[config.mk]
export PLATFORM = sky130hd
export DESIGN_NAME = fetch_decode_register
export DESIGN_NICKNAME = d
export VERILOG_FILES = /design/src/rtl/fetch_decode_register.sv
export SDC_FILE = /design/constraint.sdc
export NUM_CORES = 1
export LEC_CHECK = 0
export CORE_ASPECT_RATIO = 0.6
export CORE_MARGIN = 5
export CORE_UTILIZATION = 35
export CTS_CLUSTER_DIAMETER = 60
export DETAILED_ROUTE_END_ITERATION = 10
export HOLD_SLACK_MARGIN = 0.12
export PLACE_DENSITY = 0.61
export SLEW_MARGIN = 20
export SYNTH_ARGS = -nofsm -noshare
export SYNTH_HDL_FRONTEND = slang
export SYNTH_SLANG_ARGS = --single-unit
[constraint.sdc]
create_clock -name clk -period 2.2 [get_ports clk]
set_input_delay 0.66 -clock clk [delete_from_list [all_inputs] [get_ports clk]]
set_output_delay 0.66 -clock clk [all_outputs]
set_load 0.005 [all_outputs]
[src/rtl/fetch_decode_register.sv]
// IF/ID pipeline register with a one-entry skid buffer, hazard stall, branch flush
// and a saturating bubble counter for performance monitoring.
module fetch_decode_register #(
  parameter int              DATA_W   = 32,
  parameter int              PC_W     = 32,
  parameter int              CNT_W    = 16,
  parameter logic [DATA_W-1:0] NOP_WORD = '0
) (
  input  logic              clk,
  input  logic              rst_n,
  input  logic              in_valid,
  output logic              in_ready,
  input  logic [DATA_W-1:0] in_instr,
  input  logic [PC_W-1:0]   in_pc,
  input  logic              stall,
  input  logic              flush,
  output logic              out_valid,
  output logic [DATA_W-1:0] out_instr,
  output logic [PC_W-1:0]   out_pc,
  output logic [CNT_W-1:0]  bubble_count
);

  // Handshake: a word moves from fetch when in_valid & in_ready on a rising edge.
  // in_ready is a flop output (!skid_valid_q), so it never depends on stall/flush.

  logic              main_valid_q, main_valid_d;
  logic [DATA_W-1:0] main_instr_q, main_instr_d;
  logic [PC_W-1:0]   main_pc_q,    main_pc_d;
  logic              skid_valid_q, skid_valid_d;
  logic [DATA_W-1:0] skid_instr_q, skid_instr_d;
  logic [PC_W-1:0]   skid_pc_q,    skid_pc_d;
  logic [CNT_W-1:0]  bubble_q,     bubble_d;

  logic handshake;
  logic advance;

  assign in_ready  = !skid_valid_q;
  assign handshake = in_valid & in_ready;
  assign advance   = !main_valid_q | !stall;

  always_comb begin
    main_valid_d = main_valid_q;
    main_instr_d = main_instr_q;
    main_pc_d    = main_pc_q;
    skid_valid_d = skid_valid_q;
    skid_instr_d = skid_instr_q;
    skid_pc_d    = skid_pc_q;

    if (flush) begin
      main_valid_d = 1'b0;
      main_instr_d = NOP_WORD;
      skid_valid_d = 1'b0;
    end else if (advance) begin
      // The skid entry is older than anything fetch offers, so it drains first.
      if (skid_valid_q) begin
        main_valid_d = 1'b1;
        main_instr_d = skid_instr_q;
        main_pc_d    = skid_pc_q;
        skid_valid_d = 1'b0;
      end else if (handshake) begin
        main_valid_d = 1'b1;
        main_instr_d = in_instr;
        main_pc_d    = in_pc;
      end else begin
        main_valid_d = 1'b0;
        main_instr_d = NOP_WORD;
      end
    end else if (handshake) begin
      skid_valid_d = 1'b1;
      skid_instr_d = in_instr;
      skid_pc_d    = in_pc;
    end
  end

  always_comb begin
    bubble_d = bubble_q;
    if ((!main_valid_q || stall) && !(&bubble_q)) begin
      bubble_d = bubble_q + {{(CNT_W-1){1'b0}}, 1'b1};
    end
  end

  always_ff @(posedge clk or negedge rst_n) begin
    if (!rst_n) begin
      main_valid_q <= 1'b0;
      main_instr_q <= NOP_WORD;
      main_pc_q    <= '0;
      skid_valid_q <= 1'b0;
      skid_instr_q <= '0;
      skid_pc_q    <= '0;
      bubble_q     <= '0;
    end else begin
      main_valid_q <= main_valid_d;
      main_instr_q <= main_instr_d;
      main_pc_q    <= main_pc_d;
      skid_valid_q <= skid_valid_d;
      skid_instr_q <= skid_instr_d;
      skid_pc_q    <= skid_pc_d;
      bubble_q     <= bubble_d;
    end
  end

  assign out_valid    = main_valid_q;
  assign out_instr    = main_instr_q;
  assign out_pc       = main_pc_q;
  assign bubble_count = bubble_q;

endmodule

After elaboration in Yosys (flattened, before gate mapping) --
Cells that the tools add are included.
Word-level totals: register bits 146, bits of input ports 69, output and inout port bits 82
Cells by class: $add $sub $neg 1, mux-type cells 13, bitwise logic cells 4, reductions and logical operators 12
Operators with widths (number):
- $mux W32 | 6
- $add A16 B1 Y16 const B | 1
- $reduce_and A16 Y1 | 1
- $mux W1 | 7
- $reduce_and A3 Y1 | 2
- $logic_not A1 Y1 | 4
- $reduce_bool A2 Y1 | 2
- $reduce_bool A3 Y1 | 1
- $not A1 Y1 | 2
- $and A1 B1 Y1 | 1
- $logic_and A1 B1 Y1 | 1
- $logic_or A1 B1 Y1 | 1
- $or A1 B1 Y1 | 1

Depth between registers and ports, before layout --
Gate-level depths: netlist of run 1.
depth in word-level cells 6, gate-level depth with buffers 6, mapped depth without buffers 5

Worst setup path after synthesis of run 1 --
OpenSTA, ideal clock, no wires.
path kind register to register, start point register bubble_q[0], in the netlist bubble_count[0], end point register bubble_q[1], in the netlist bubble_count[1], data arrival time 1.659 ns, data required time 2.073 ns, slack 0.413 ns, cell stages (with the launch flop) 6, period minus slack after synthesis 1.787 ns, cell sequence dfrtp_1 -> ha_1 -> nand3_2 -> o41ai_4 -> buf_6 -> mux2_1
Between the ends: cells in the longest elaborated chain, start to end 3, elaborated cells on any way between the ends 4, those cells by class add/sub (1); reduce/logical (3)
RTL lines:
- from (decl) | RTL line 32 | logic [CNT_W-1:0] bubble_q, bubble_d;
- from (signal assigned) | RTL line 98 | bubble_q <= bubble_d;
- parallel branches: the longest is 3 deep, another holds $add A16 B1 Y16
Several ways; the timed one is not identified. A chain may end at the register's enable or synchronous reset.

Worst setup path after layout of run 1 --
start point register bubble_q[10], in the netlist bubble_count[10], end point output port bubble_count[10]
RTL lines:
- to (decl) | RTL line 20 | output logic [CNT_W-1:0] bubble_count
No word-level cell between the ends.

==> run metrics, run 1 <==
Final Non-Filler Cells 898; combinational power share 16.9%; slowest stage cell, crit path clkdlybuf4s50_1; post-DP HPWL 10700 um; dpl ws 0.0214 ns; Tightest Hold Check Type in -> async; Placer Congestion 0.729; ANT cells 0; routed length on met2 7030 um; number of warnings issued by yosys 0; # IOs 151; synth top area cells dfrtp_1, mux2_2, mux2i_1; P&R area growth vs syn 40.9%; Post-CTS Resized 0; setup bufs post-CTS 0; Worst IR Drop VDD 0.000426 V; met3 wire len 965 um; post-route setup slack 0.107 ns; R2R Path End bubble_count[3]; Cells after DPL 866; GRT Total Usage 15.7%; initial antenna violation count 0; Post-synth EDFFs 0; Crit path required time 1.54 ns; Post-DP Area 7910 um2; post-synth top area cell dfrtp_1; most common cell in the netlist dfrtp_1; Starting Density 35.5%; Sinks on Clock Net 146; reg2reg start bubble_count[1]; top-area cell type share of the netlist area 60.2%; hold buffer count at CTS 0; layout cell share with drive strength beyond 1 18.1%; sequential power share 43.8%; Buf/Inv on CP 1; Post-DRT Antenna Nets 0; RSZ-0062 raised after global routing no; Seq/Total Area, Yosys 60.2%; vias 4407; Synth cell types 31; CP Data Arrival Time 1.43 ns; Max Clock Freq 478 MHz; Pleak 3.56 nW; Slew Limit Fails 0; Mapped Nets 567; Max Cap Viol 0; syn avg cell area 12.2 um2; FF-to-FF setup slack 0.16 ns; clk buf depth 2; share of flip-flops with an asynchronous set or reset 100%; height of the die 112 um; DRT met1 WL 7290 um; Setup violations, final 0; Setup CP Type reg -> out; critical path's largest stage delay 0.56 ns; net switching power 0.00204 W; top cells by count, synth dfrtp_1, mux2_2, nand2_1; Final Cell Area 8550 um2; Rows 37; Post-Syn Instances 497; die area 20200 um2; total CTS buffers 17; switch share 25.4%; first-pass GRT wire length 25700 um; cell area after synthesis 6070 um2; number of global-route vias before repair 4823; Clock H-tree levels 4; crit-path cells clkdlybuf4s50_1; FILL cells 1477; Post-route DRC 0; Avg WL per Cell 17.2 um; register area 3650 um2; worst-margin pin slew 0.688 ns; minimum clock period 2.09 ns; CTS tree done; fin crit share 95.1%; GRT overflow 0; Clock power frac 39.3%; DRT Pass-1 Iters 4; power per cell area 938 nW/um2; Post-synth top flop dfrtp_1; largest net degree at the start of global routing 65; Total Neg Setup Slack 0 ns; Crit. End Element output port; status finished clean; largest delay contributor family on the critical path buffers and inverters; Die X 180 um; fin util 50.1%; Worst Path Max Fanout 5; Starting DRT DRC Count 218; clk root buf clkbuf_16; final count of hold timing violations 0; skew final 0.0149 ns; Vias/cell 4.91; Worst slew margin 54.0%; Core ar. 17100 um2; synthesized flop and latch total 146; worst skew pair latency 0.42 ns; Final Net Count 721; max layer used met4; type of element launching the critical path register; Multi-input gate area 2280 um2; PortBufs 150; Reg clk slew, reported paths 0.07 ns; R2R depth 6; Post-Route WL 15400 um; Cell Int Power 0.00598 W; Setup crit start bubble_count[10]
power by group through the flow:
stage | combinational, W | clock (W) | sequential, W
final | 0.00135 | 0.00315 | 0.00351
after global routing | 0.00150 | 0.00334 | 0.00358
after CTS | 0.00138 | 0.00322 | 0.00351
after detailed placement | 0.00138 | 0 | 0.00355
after global placement | 0.00132 | 0 | 0.00353
after floorplan | 0.000604 | 0 | 0.00350
worst max-delay path by stage:
stage	to	slack, ns	cells past startpoint
4_1_cts	in_ready	0.09	2
3_5_place_dp	out_instr[9]	0.02	5
5_1_grt	bubble_count[3]	0.03	6
2_1_floorplan	bubble_count[1]	0.41	5
3_3_place_gp	skid_pc_q[7]	0.05	6
6_report	bubble_count[10]	0.11	1
metrics by stage:
step	hold slack [ns]	power (W)
after floorplan	0.364	0.00410
after global placement	0.466	0.00485
after detailed placement	0.474	0.00493
after CTS	0.157	0.00811
after global routing	0.169	0.00842
final	0.156	0.00802
sequential cells by signal (all words and copies together), names as in the netlist:
name / cells
out_instr: 32
out_pc: 32
skid_instr_q: 32
skid_pc_q: 32
bubble_count: 16
out_valid: 1
skid_valid_q: 1
final cells by class:
cell class                 count  share of cell area [%]
sequential                   146                    42.7
multi-input combinational    318                    26.6
timing repair buffer         165                    19.6
clock buffer                  19                    5.18
tap                          234                    3.42
clock inverter                13                    2.28
inverter                       3                   0.132
placed cells by master, fill, tap and decap left out, types with 2 or more instances in the layout:
| cell type | netlist | routed |
|---|---|---|
| nand3_1 | 3 | 3 |
| inv_6 | 0 | 6 |
| clkbuf_16 | 0 | 17 |
| a21oi_1 | 33 | 33 |
| xor2_1 | 12 | 12 |
| nor4_1 | 2 | 2 |
| nand2_1 | 39 | 39 |
| nor2_1 | 38 | 38 |
| mux2i_1 | 32 | 32 |
| buf_4 | 0 | 10 |
| clkinvlp_4 | 0 | 3 |
| nand2b_1 | 2 | 2 |
| bufinv_16 | 0 | 4 |
| buf_12 | 0 | 5 |
| a22oi_1 | 32 | 32 |
| inv_1 | 3 | 3 |
| o21ai_0 | 32 | 32 |
| xnor2_1 | 2 | 2 |
| nand4_1 | 5 | 5 |
| clkdlybuf4s50_1 | 0 | 149 |
| nor3_1 | 8 | 8 |
| dfrtp_1 | 146 | 145 |
| mux2_2 | 65 | 65 |
routing by layer:
layer	vias up	global-route usage, %
li1	2067	-
met4	0	4.31
met2	109	24.1
met5	-	0
met3	13	5.75
met1	2218	21.2
cells by family after synthesis:
| logic type | synth area share [%] |
|---|---|
| xor+xnor | 2.02 |
| fa+ha+maj | 0.206 |
| buf+inv | 2.41 |
| flops | 60.2 |
| mux | 17.5 |
| compound gates | 9.90 |
| simple gates | 7.73 |
No activity file was read; power rests on OpenSTA's default activity.
==> inputs of run 2 (changes only) <==
--- a/config.mk
+++ b/config.mk
@@ -12,6 +12,7 @@
 export DETAILED_ROUTE_END_ITERATION = 10
 export HOLD_SLACK_MARGIN = 0.12
 export PLACE_DENSITY = 0.61
+export RECOVER_POWER = 50
 export SLEW_MARGIN = 20
 export SYNTH_ARGS = -nofsm -noshare
 export SYNTH_HDL_FRONTEND = slang
==> run 2 against run 1 <==
  * Final area shrank 0.47%
  * Maximum frequency about the same
  * Power barely moved
  * First-iteration DRC count is 10% lower
  * Sequential share of layout area up 0.20 points
  * Hold slack better by 0.29 ns
  * Clock power barely moved
  * Critical path type unchanged
  * Critical endpoint unchanged
==> run metrics, run 2 (synthesis results as in run 1) <==
status finished clean; Slew Limit Fails 0; layout cell share with drive strength beyond 1 17.8%; largest net degree at the start of global routing 65; Placer Congestion 0.729; Die X 180 um; RSZ-0062 raised after global routing no; Post-Route WL 15500 um; Buf/Inv on CP 1; Tightest Hold Check Type in -> async; GRT Total Usage 15.7%; Vias/cell 4.93; height of the die 112 um; skew final 0.0162 ns; total CTS buffers 17; vias 4430; P&R area growth vs syn 40.2%; Post-CTS Resized 0; Max Cap Viol 0; Setup violations, final 0; Starting Density 35.5%; commonest non-fill, non-tap cell in the layout clkdlybuf4s50_1; Core ar. 17100 um2; Avg WL per Cell 17.2 um; worst skew pair latency 0.42 ns; fin crit share 95.1%; CTS tree done; post-route setup slack 0.108 ns; ANT cells 0; Crit. End Element output port; reg2reg start bubble_count[1]; R2R Path End bubble_count[3]; Cells after DPL 866; Setup CP Type reg -> out; CP Data Arrival Time 1.43 ns; clk buf depth 2; Pleak 3.55 nW; Final Non-Filler Cells 898; crit-path cells clkdlybuf4s50_1; Final Net Count 721; hold buffer count at CTS 0; first-pass GRT wire length 25700 um; largest delay contributor family on the critical path buffers and inverters; Worst slew margin 26.5%; final count of hold timing violations 0; Rows 37; FF-to-FF setup slack 0.16 ns; type of element launching the critical path register; initial antenna violation count 0; Clock H-tree levels 4; PortBufs 150; slowest stage cell, crit path clkdlybuf4s50_1; die area 20200 um2; DRT Pass-1 Iters 4; Worst IR Drop VDD 0.000426 V; R2R depth 6; # IOs 151; setup bufs post-CTS 0; Crit path required time 1.54 ns; Worst Path Max Fanout 5; Post-route DRC 0; Max Clock Freq 478 MHz; Starting DRT DRC Count 196; Sinks on Clock Net 146; minimum clock period 2.09 ns; commonest cells after routing, fill and taps aside clkdlybuf4s50_1, dfrtp_1, mux2_2; power per cell area 942 nW/um2; Post-DRT Antenna Nets 0; clk root buf clkbuf_16; critical path's largest stage delay 0.56 ns; Total Neg Setup Slack 0 ns; worst-margin pin slew 1.10 ns; dpl ws 0.0214 ns; post-DP HPWL 10700 um; GRT overflow 0; number of global-route vias before repair 4823; Reg clk slew, reported paths 0.07 ns
[run 2: cell count changes in the layout (fill, tap and decap cells not counted)]
cell	previous run	this run
buf_12	5	3
buf_4	10	8
clkbuf_2	0	2
clkbuf_4	0	2
buf_6	1	0
clkbuf_1	1	2
clkdlybuf4s50_1	149	148
dlygate4sd3_1	0	1
nor2b_1	1	2
nor2b_2	1	0
[run 2: where the power goes]
group / internal [W] / leakage [nW] / switching (W)
registers: 0.00318 / 1.79 / 0.000330
logic: 0.000837 / 1.46 / 0.000505
clock network: 0.00195 / 0.302 / 0.00120
total: 0.00598 / 3.55 / 0.00204
[run 2: layout make-up]
type / count / area [um2]
Fill cell: 1485 / 8570
Sequential cell: 146 / 3650
Inverter: 3 / 11.3
Tap cell: 234 / 293
Clock buffer: 19 / 443
Multi-Input combinational cell: 318 / 2270
Timing Repair Buffer: 165 / 1640
Clock inverter: 13 / 195
[run 2: worst max path at each step]
| stage | start | endpoint | depth (start not counted) |
|---|---|---|---|
| 4_1_cts | skid_valid_q | in_ready | 2 |
| 3_3_place_gp | stall | skid_pc_q[7] | 6 |
| 6_report | bubble_count[10] | bubble_count[10] | 1 |
| 2_1_floorplan | bubble_count[0] | bubble_count[1] | 5 |
| 3_5_place_dp | in_valid | out_instr[9] | 5 |
| 5_1_grt | bubble_count[1] | bubble_count[3] | 6 |
[run 2: layer usage]
layer  wire [um]  vias to the layer above  global-route usage [%]
met5           0                        -                       0
met4         176                        0                    4.31
met3         965                       17                    5.75
met2        6990                      114                    24.1
met1        7330                     2229                    21.2
li1            -                     2070                       -
[run 2: per-stage QoR]
step / area [um2] / power (W) / hold slack, ns / util [%]
final: 8510 / 0.00801 / 0.442 / 49.8
after global routing: 8510 / 0.00841 / 0.515 / 49.8
after CTS: 8550 / 0.00811 / 0.157 / 50.1
after detailed placement: 7910 / 0.00493 / 0.474 / 46.3
after global placement: 7910 / 0.00485 / 0.466 / 46.3
after floorplan: 6070 / 0.00410 / 0.364 / -
